[src/rtl/call_stack.sv]
// LIFO return-address/data stack for CALL/RET and PUSH/POP.
// Register-based storage, top of stack visible combinationally on D_OUT.
module call_stack #(
  parameter int WIDTH = 8,
  parameter int DEPTH = 8,
  parameter int PTR_W = 3
) (
  input  logic             CLK,
  input  logic             RST,
  input  logic             PUSH,
  input  logic             POP,
  input  logic [WIDTH-1:0] D_IN,
  input  logic             CLR_ERR,
  output logic [WIDTH-1:0] D_OUT,
  output logic [PTR_W:0]   COUNT,
  output logic             EMPTY,
  output logic             FULL,
  output logic             ERR
);

  localparam logic [PTR_W:0] CNT_ONE  = (PTR_W+1)'(1);
  localparam logic [PTR_W:0] CNT_FULL = (PTR_W+1)'(DEPTH);

  logic [WIDTH-1:0] mem [DEPTH];
  logic [PTR_W:0]   count_q;
  logic [PTR_W:0]   count_m1;
  logic [PTR_W:0]   count_nxt;
  logic [PTR_W-1:0] top_idx;
  logic [PTR_W-1:0] wr_idx;
  logic             do_write;
  logic             err_set;
  logic             err_q;

  assign count_m1 = count_q - CNT_ONE;
  assign top_idx  = count_m1[PTR_W-1:0];

  assign EMPTY = (count_q == '0);
  assign FULL  = (count_q == CNT_FULL);
  assign COUNT = count_q;
  assign ERR   = err_q;
  // Words above COUNT are stale and must never reach D_OUT.
  assign D_OUT = EMPTY ? '0 : mem[top_idx];

  always_comb begin
    do_write  = 1'b0;
    wr_idx    = count_q[PTR_W-1:0];
    count_nxt = count_q;
    err_set   = 1'b0;
    case ({PUSH, POP})
      2'b10: begin
        if (FULL) begin
          err_set = 1'b1;
        end else begin
          do_write  = 1'b1;
          count_nxt = count_q + CNT_ONE;
        end
      end
      2'b01: begin
        if (EMPTY) err_set = 1'b1;
        else       count_nxt = count_m1;
      end
      2'b11: begin
        // Push+pop on an empty stack degenerates to a plain push.
        do_write = 1'b1;
        if (EMPTY) begin
          wr_idx    = '0;
          count_nxt = CNT_ONE;
        end else begin
          wr_idx = top_idx;
        end
      end
      default: ;
    endcase
  end

  always_ff @(posedge CLK or posedge RST) begin
    if (RST) begin
      count_q <= '0;
      err_q   <= 1'b0;
      for (int i = 0; i < DEPTH; i++) mem[i] <= '0;
    end else begin
      count_q <= count_nxt;
      if (do_write) mem[wr_idx] <= D_IN;
      // Set wins over clear when both happen on the same edge.
      if (err_set)      err_q <= 1'b1;
      else if (CLR_ERR) err_q <= 1'b0;
    end
  end

endmodule
[config.mk]
export PLATFORM = sky130hd
export DESIGN_NAME = call_stack
export DESIGN_NICKNAME = d
export VERILOG_FILES = /design/src/rtl/call_stack.sv
export SDC_FILE = /design/constraint.sdc
export NUM_CORES = 1
export LEC_CHECK = 0
export CORE_MARGIN = 2
export CORE_UTILIZATION = 58
export DETAILED_ROUTE_END_ITERATION = 16
export GPL_TIMING_DRIVEN = 0
export PLACE_DENSITY = 0.79
export SYNTH_ARGS = -nofsm -noshare
export SYNTH_HDL_FRONTEND = slang
export SYNTH_SLANG_ARGS = --single-unit
[constraint.sdc]
create_clock -name CLK -period 2.8 [get_ports CLK]
set_input_delay 0.42 -clock CLK [delete_from_list [all_inputs] [get_ports CLK]]
set_output_delay 0.42 -clock CLK [all_outputs]
set_load 0.02 [all_outputs]
After elaboration in Yosys (flattened, before gate mapping)
Index checks and enable logic that the tools add are counted.
{"block": "word_totals", "input_bits": 13, "register_bits": 69, "word_cells": 49, "output_inout_bits": 15}
{"block": "classes", "bitwise": 2, "add_sub_neg": 2, "order_cmp": 3, "n_eq_ne": 7, "muxes": 20, "reduce_logical": 5}
{"op": "64-bit bitwise mux", "n": 1}
{"op": "8-bit two-way mux", "n": 4}
{"op": "8-bit binary-select mux with 3-bit select", "n": 1}
{"op": "8-bit demux with 3-bit select", "n": 1}
{"op": "4-bit two-way mux", "n": 3}
{"op": "4-bit case mux with 3 select lines", "n": 1}
{"op": "4-bit greater-or-equal comparator, second input constant", "n": 2}
{"op": "3-bit NOT with 4-bit output", "n": 2}
{"op": "3-bit two-way mux", "n": 2}
{"op": "2-bit != test, second input constant", "n": 3}
{"op": "1-bit two-way mux", "n": 5}
{"op": "4-bit by 1-bit adder with 4-bit output, second input constant", "n": 1}
{"op": "2-bit equality test, second input constant", "n": 2}
{"op": "4-bit equality test, second input constant", "n": 1}
{"op": "4-bit logical NOT", "n": 1}
{"op": "4-bit by 1-bit < comparator with 1-bit output, second input constant", "n": 1}
{"op": "1-bit case mux with 2 select lines", "n": 2}
{"op": "4-bit AND reduction", "n": 1}
{"op": "4-bit by 1-bit subtractor with 4-bit output, second input constant", "n": 1}
{"op": "3-bit nonzero test", "n": 1}
{"op": "2-bit by 1-bit equality test with 1-bit output, second input constant", "n": 1}
{"op": "2-bit nonzero test", "n": 1}
{"op": "1-bit logical AND", "n": 1}

Logic depth before layout (Yosys ltp)
{"block": "logic_depth", "ltp_word": 9, "mapped_depth": 10, "ltp_nobuf": 8}

Least setup slack after synthesis
Ideal clock, no wire load.
{"block": "synth_timing", "path_type": "register to output", "start": "register count_q[0], in the netlist COUNT[0]", "end": "output D_OUT[1]", "stages_incl_launch_ff": 8, "required_ns": 2.380, "slack_ns": 0.147, "arrival_time_ns": 2.233, "path_cell_list": "dfrtp_1 -> inv_1 -> ha_1 -> buf_4 -> buf_1 -> mux4_2 -> nand2_1 -> a21oi_1"}
{"block": "synth_between", "elab_chain_cells": 6, "elab_cells_between_ends": 7, "cone_classes": "add/sub (1); mux (4); bitwise (1); reduce/logical (1)"}
{"item": "start, declared", "line": "25", "rtl": "logic [PTR_W:0] count_q;"}
{"item": "start signal, assigned", "line": "82", "rtl": "count_q <= count_nxt;"}
{"item": "4-bit by 1-bit subtractor with 4-bit output", "line": "34", "rtl": "assign count_m1 = count_q - CNT_ONE;"}
{"item": "3-bit NOT with 4-bit output (implied by the code)", "line": "42", "rtl": "assign D_OUT = EMPTY ? '0 : mem[top_idx];"}
{"item": "8-bit binary-select mux with 3-bit select", "line": "42"}
{"item": "8-bit two-way mux (implied by the code) (2 in a row)", "line": "42"}
{"item": "8-bit two-way mux (*)", "line": "42"}
{"item": "end, declared", "line": "14", "rtl": "output logic [WIDTH-1:0] D_OUT,"}
Mark *: on every way between the ends. The rest lies on a longest branch, timed or not. The select of a mux whose other input is x is not followed.

Worst setup path in the final report
{"block": "layout_timing", "start": "register count_q[0], in the netlist COUNT[0]", "end": "output D_OUT[3]"}
Same word-level chain as after synthesis.

==> run metrics <==
status=finished clean; Worst Setup End Kind=output pin; layout cell share with drive strength beyond 1=0.423; GP Congestion=~0.86; power density over the cells=1320 nW/um^2; peak supply drop=0.000775 V; grt ovf=0; core area=just under 6000 sq um; sequential fraction of the synthesis area=0.487; Avg WL per Cell=approximately 20 microns; Max Slew Vio Count=0; Hold Path Class=reg -> reg; placed insts=roughly 370; pin count of the biggest net entering global routing=70; Layout Nets=approximately 320; EDFF count, synth=0; DP Wirelength=between 4 and 5 mm; RSZ-0062 raised after global routing=false; slew margin rel.=0.122; share of Yosys cell area claimed by the top area cell type=0.487; area leader, netlist=dfrtp_1; vias post-DR=2371; clock latency on the worst-skew pair=0.35 ns; starting density of the core=0.598; DRT Pass-1 Iters=5; initial DRC count=~120; Tmin final=between 2 and 3 ns; Yosys reg bits=69; Crit Path Category=reg -> out; layout overhead on the synthesized area=18.2%; Slew @ Worst Pin=about 1.3 ns; vias per inst=roughly 6; final hold slack=between 0.5 and 0.6 ns; CTS buffer count=9; first-pass GRT wire length=12.4 mm; number of hold buffers added after CTS=0; depth of the CTS H-tree=3; Post-synth top cells=69 x dfrtp_1, 64 x mux2_2, 21 x nand2_1; Synth Flop Type=dfrtp_1; Ports=28; Antenna Cells=0; Worst EP arrival=2.26 ns; Final setup viols=0; Site Rows=28; fin crit share=0.956; clock-pin slew on the worst setup and hold paths=~0.08 ns; DRC viols=0; ys async rst share=1.00; die width=82.2 microns; All-Layer GR Usage=0.260; vias in the first global route=~2400; Filler Cell Count=~420; fmax=around 0.37 GHz; Critical Path RT=between 2 and 2.5 ns; final hold vios=0; leak pwr=1.78 nW; syn nets=roughly 280; Distinct cells, synth=41; Port Buffer Count=27; post-route ant nets=0; die height=roughly 82 microns; Syn Area/Cell=~13 sq um; clk_skew=roughly 0.0096 ns; CTS tree=done; Setup TNS=0 ns; Synthesis Warnings=0; die area=6750 sq um; initial antenna violation count=0; count leader, synth=dfrtp_1; Total Wirelength=around 7.8 mm; Clock Sinks=69; CTS Buffer Depth=2; clk root buf=clkbuf_8; Critical Path Start Type=register; max-cap violations=0; Pwr Total=about 5.5 mW; Synth area leaders=dfrtp_1 49%, mux2_2 20%, mux4_2 10%; mapped cell area=3540 sq um; crit-path max FO=9; Mapped Cells=264; Final Non-Filler Cells=385
critical path: stages, from the launching register on:
cell           delay, ns
dfrtp_2             0.46
inv_2               0.08
ha_4                0.27
buf_12              0.14
mux4_2              0.49
nand2_1             0.10
a21oi_1             0.06
dlygate4sd2_1       0.32
repair_timing:
item | in CTS | in global routing
setup endpoints to repair | 9 | 1
buffers inserted | 2 | 1
resized for setup | 27 | 1
path summary, 6_finish.rpt:
path / from / end / slack (ns) / cells past startpoint
setup / recovery: COUNT[0] / D_OUT[3] / 0.12 / 7
hold / removal: mem[8] / mem[8] / 0.50 / 1
setup reg to reg: COUNT[0] / mem[4] / 0.24 / 9
hold reg to reg: mem[8] / mem[8] / 0.50 / 1
max in group asynchronous: RST / COUNT[0] / 1.60 / 2
min in group asynchronous: RST / mem[1] / 0.58 / 2
metrics by stage:
stage	worst slack (ns)	util	cell area [sq um]
floorplan	0.147	-	3540
global placement	-0.655	0.660	3910
detailed placement	-0.653	0.660	3910
CTS	0.0201	0.707	4190
global route	0.0284	0.707	4190
finish	0.123	0.707	4190
cells by family (layout without fill, tap and decap cells):
logic type,after synthesis,count (layout),synth area share
AOI/OAI and AO/OA,34,34,0.0692
xor gates and xnor gates,2,2,0.00494
adders and majority gates,6,6,0.0212
buffers and inverters,25,71,0.0353
DFF,69,69,0.487
muxes,83,83,0.314
and+or+nand+nor,45,45,0.0685
cell type report:
class / count / area [sq um] / share of cell area
Multi-Input combinational cell: 170 / 1740 / 0.416
Clock buffer: 12 / 155 / 0.0370
Timing Repair Buffer: 30 / 279 / 0.0666
Buffer: 15 / 119 / 0.0284
Inverter: 10 / 40.0 / 0.00956
Tap cell: 75 / 93.8 / 0.0224
Sequential cell: 69 / 1730 / 0.413
Clock inverter: 4 / 30.0 / 0.00717
per-layer routing:
layer  vias to the layer above  GRT usage  share of wire
met5                         -          0              0
met4                         0     0.0767          0.022
met3                        27     0.0630          0.054
met2                        97      0.443           0.50
met1                      1206      0.334           0.43
li1                       1041          -              -
report_power, final:
| part | internal [mW] | switching, mW |
|---|---|---|
| clock | 0.373 | 0.387 |
| combinational | 1.59 | 1.44 |
| sequential | 1.49 | 0.257 |
| total | 3.46 | 2.09 |
registers in the layout, indices dropped and copies added (netlist names):
register  flops
mem          64
COUNT         4
ERR           1
layout by cell type (no fill, tap or decap), drive strengths merged, types with 4 or more instances in the layout:
cell type / Yosys / routed
nor2: 11 / 11
mux2: 64 / 64
ha: 6 / 6
clkbuf: 1 / 13
mux4: 16 / 16
nand2: 21 / 21
dfrtp: 69 / 69
dlygate4sd2: 0 / 7
o21ai: 4 / 4
inv: 10 / 11
buf: 14 / 18
a21oi: 15 / 15
clkdlybuf4s50: 0 / 19
No activity file was read; power rests on OpenSTA's default activity.
==> variant, RTL diff (same settings) <==
Make the reset (`RST`) synchronous in one clocked block.
--- a/src/rtl/call_stack.sv
+++ b/src/rtl/call_stack.sv
@@ -73,7 +73,7 @@
     endcase
   end
 
-  always_ff @(posedge CLK or posedge RST) begin
+  always_ff @(posedge CLK) begin
     if (RST) begin
       count_q <= '0;
       err_q   <= 1'b0;
Check against the original RTL: differs if RST is asserted again (counterexample within 4 cycles, from zero or initial values and one cycle with RST high); with RST held inactive, the same outputs for 4 cycles.
==> variant against the original RTL <==
  * Final area is 2.8% higher
  * Area after synthesis is 3.8% higher
  * Via count is 12% higher
  * Wire length is 11% higher
  * Register-to-register slack worse by 0.16 ns
  * Clock skew is 0.0032 ns lower
  * Power is 25% lower
  * Sequential cell count stayed put
  * Clock power is 3% lower
  * Worst setup slack worse by 0.047 ns
  * Largest power group unchanged
==> variant: results (changes against the original RTL) <==
| Metric | Value |
|---|---|
| GR Util met2 | 0.4211 (-0.02200) |
| CTS Buffer Depth | 2 (unchanged) |
| Setup slack, reg-to-reg | 0.08 ns (-0.16 ns) |
| Async set-reset flop share out of synthesis | 0 (-1.000) |
| WL/cell | 20.32 µm (+0.21%) |
| DP Cell Count | 406 (+11%) |
| Tot GR Track Use | 0.2601 (-0.0004383) |
| Global-route met1 utilization | 0.3336 (about the same) |
| Critical path fanouts, max | 10 (+1) |
| GR met3 Demand/Resource | 0.05935 (-0.003696) |
| Yosys cell types | 47 (+15%) |
| Final-layout fill cell count | 477 (+13%) |
| Max Used Layer | met4 |
| Max stage delay on crit path | 0.51 ns (+0.02 ns) |
| Gates resized, CTS repair | 40 (+48%) |
| Worst R2R Start | COUNT[0] |
| Critical Path AT | 2.71 ns (+0.45 ns) |
| Critical path's slowest cell | o21bai_2 |
| CTS Buf Count | 9 (unchanged) |
| Synth area leaders | edfxtp_1 52%, mux4_2 9.8%, nor2_1 7.2%, nand2_1 2.9%, dfxtp_1 2.7% |
| Wl on met1 | 3.201 mm (-3.8%) |
| Warnings from Yosys | 0 (unchanged) |
| Commonest cells post-synth | 71 x nor2_1, 64 x edfxtp_1, 28 x nand2_1, 16 x mux4_2, 16 x nand3_1 |
| Main combinational cell family by area after synthesis | simple AND/OR/NAND/NOR gates |
| RePlAce Congestion | 0.8944 (+4.1%) |
| Worst Tran Pin Value | 0.5503 ns (-0.7497 ns) |
| VDD IR-drop max | 0.5687 mV (-27%) |
| Syn Inst Count | 302 (+14%) |
| Syn_nets | 322 (+14%) |
| Register-to-Register Path Depth | 8 (-1) |
| Post-CTS Setup Bufs | 0 (-2) |
| EDFF count, synth | 64 (+64) |
| Post-Synth XOR/XNOR Area | 0.009864 (+0.004920) |
| Post-synthesis adder-cell area fraction | 0.02381 (+0.002623) |
| Largest net degree at the start of global routing | 14 (-80%) |
| DP HPWL | 5.862 mm (+22%) |
| Post-synthesis compound-gate area fraction | 0.08878 (+0.01957) |
| Status | finished clean |
| Top cell family by delay on the critical path | compound AO/OA/AOI/OAI gates |
| Clock Skew | 0.006408 ns (-0.003223 ns) |
| Post-synthesis mux area share | 0.1061 (-0.2074) |
| Final wirelength | 8.636 mm (+11%) |
| Ys flop type | edfxtp_1 |
| Post-synthesis sequential area ratio | 0.5497 (+0.06237) |
| DR vias/cell | 6.245 (+1.4%) |
| DRT iter0 DRCs | 234 (+89%) |
| Reg2reg end | mem[6][5] |
| Hold Startpoint | ERR |
| Layout cells sized above 1 | 0.2529 (-0.1697) |
| Antenna Cells | 0 (unchanged) |
| Pleak | 1.512 nW (-15%) |
| Vias in the first global route | 2631 (+12%) |
| Hold Path Stages | 3 (+2) |
| Final #Nets | 363 (+12%) |
| Met2 wire length | 4.223 mm (+8.8%) |
| Wire length on met3 | 840 µm (+98%) |
| IO Port Bufs | 27 (unchanged) |
| Clock Latency Late Sink | 0.35 ns (about the same) |
| First-pass GRT wire length | 13.55 mm (+9.2%) |
| Hold endpoint | ERR |
variant: worst max path at each step:
stage	start	to	slack (ns)	cells after the start
after floorplan	COUNT[0]	mem[3][0]	0.16	8
after global placement	PUSH	mem[3][6]	-0.39	7
after detailed placement	PUSH	mem[6][3]	-0.39	7
after CTS	COUNT[0]	mem[4][6]	-0.05	8
after global routing	COUNT[0]	mem[6][4]	-0.07	8
final	COUNT[0]	mem[6][5]	0.08	8
variant: cells by family (layout without fill, tap and decap cells):
kind of cell               after synthesis  after routing
and+or+nand+nor                        137            137
DFF                                     69             69
AOI/OAI and AO/OA                       42             42
buffers and inverters                   26             71
muxes                                   19             19
adders and majority gates                7              7
xor gates and xnor gates                 2              3
variant: where the power goes:
part           switching [mW]  internal [mW]  leakage, nW  total [mW]
Combinational            1.26          0.861        0.733        2.13
Clock                   0.414          0.327       0.0755       0.741
Sequential             0.0463           1.25        0.704        1.30
variant: cell type report:
type                    instances  area, µm²  share of cell area
flip-flops and latches         69       2022              0.4695
multi-input cells             208       1565              0.3635
clock inverters                 6      47.55             0.01104
plain buffers                  19      170.2             0.03951
well taps                      77      96.34             0.02237
clock buffers                  10      127.6             0.02963
repair buffers                 29      251.5             0.05840
inverters                       7      26.28            0.006101
variant: through the flow:
step / hold slack (ns) / power (mW) / area, µm² / worst slack, ns / setup TNS (ns)
2_1_floorplan: 0.5749 / 2.665 / 3679 / 0.1644 / 0
3_3_place_gp: 0.5943 / 3.241 / 4045 / -0.3942 / -15.78
3_5_place_dp: 0.5853 / 3.279 / 4045 / -0.3920 / -15.91
4_1_cts: 0.6126 / 4.054 / 4267 / -0.04592 / -0.6639
5_1_grt: 0.7029 / 4.357 / 4307 / -0.06703 / -1.077
6_report: 0.6168 / 4.163 / 4307 / 0.07609 / 0
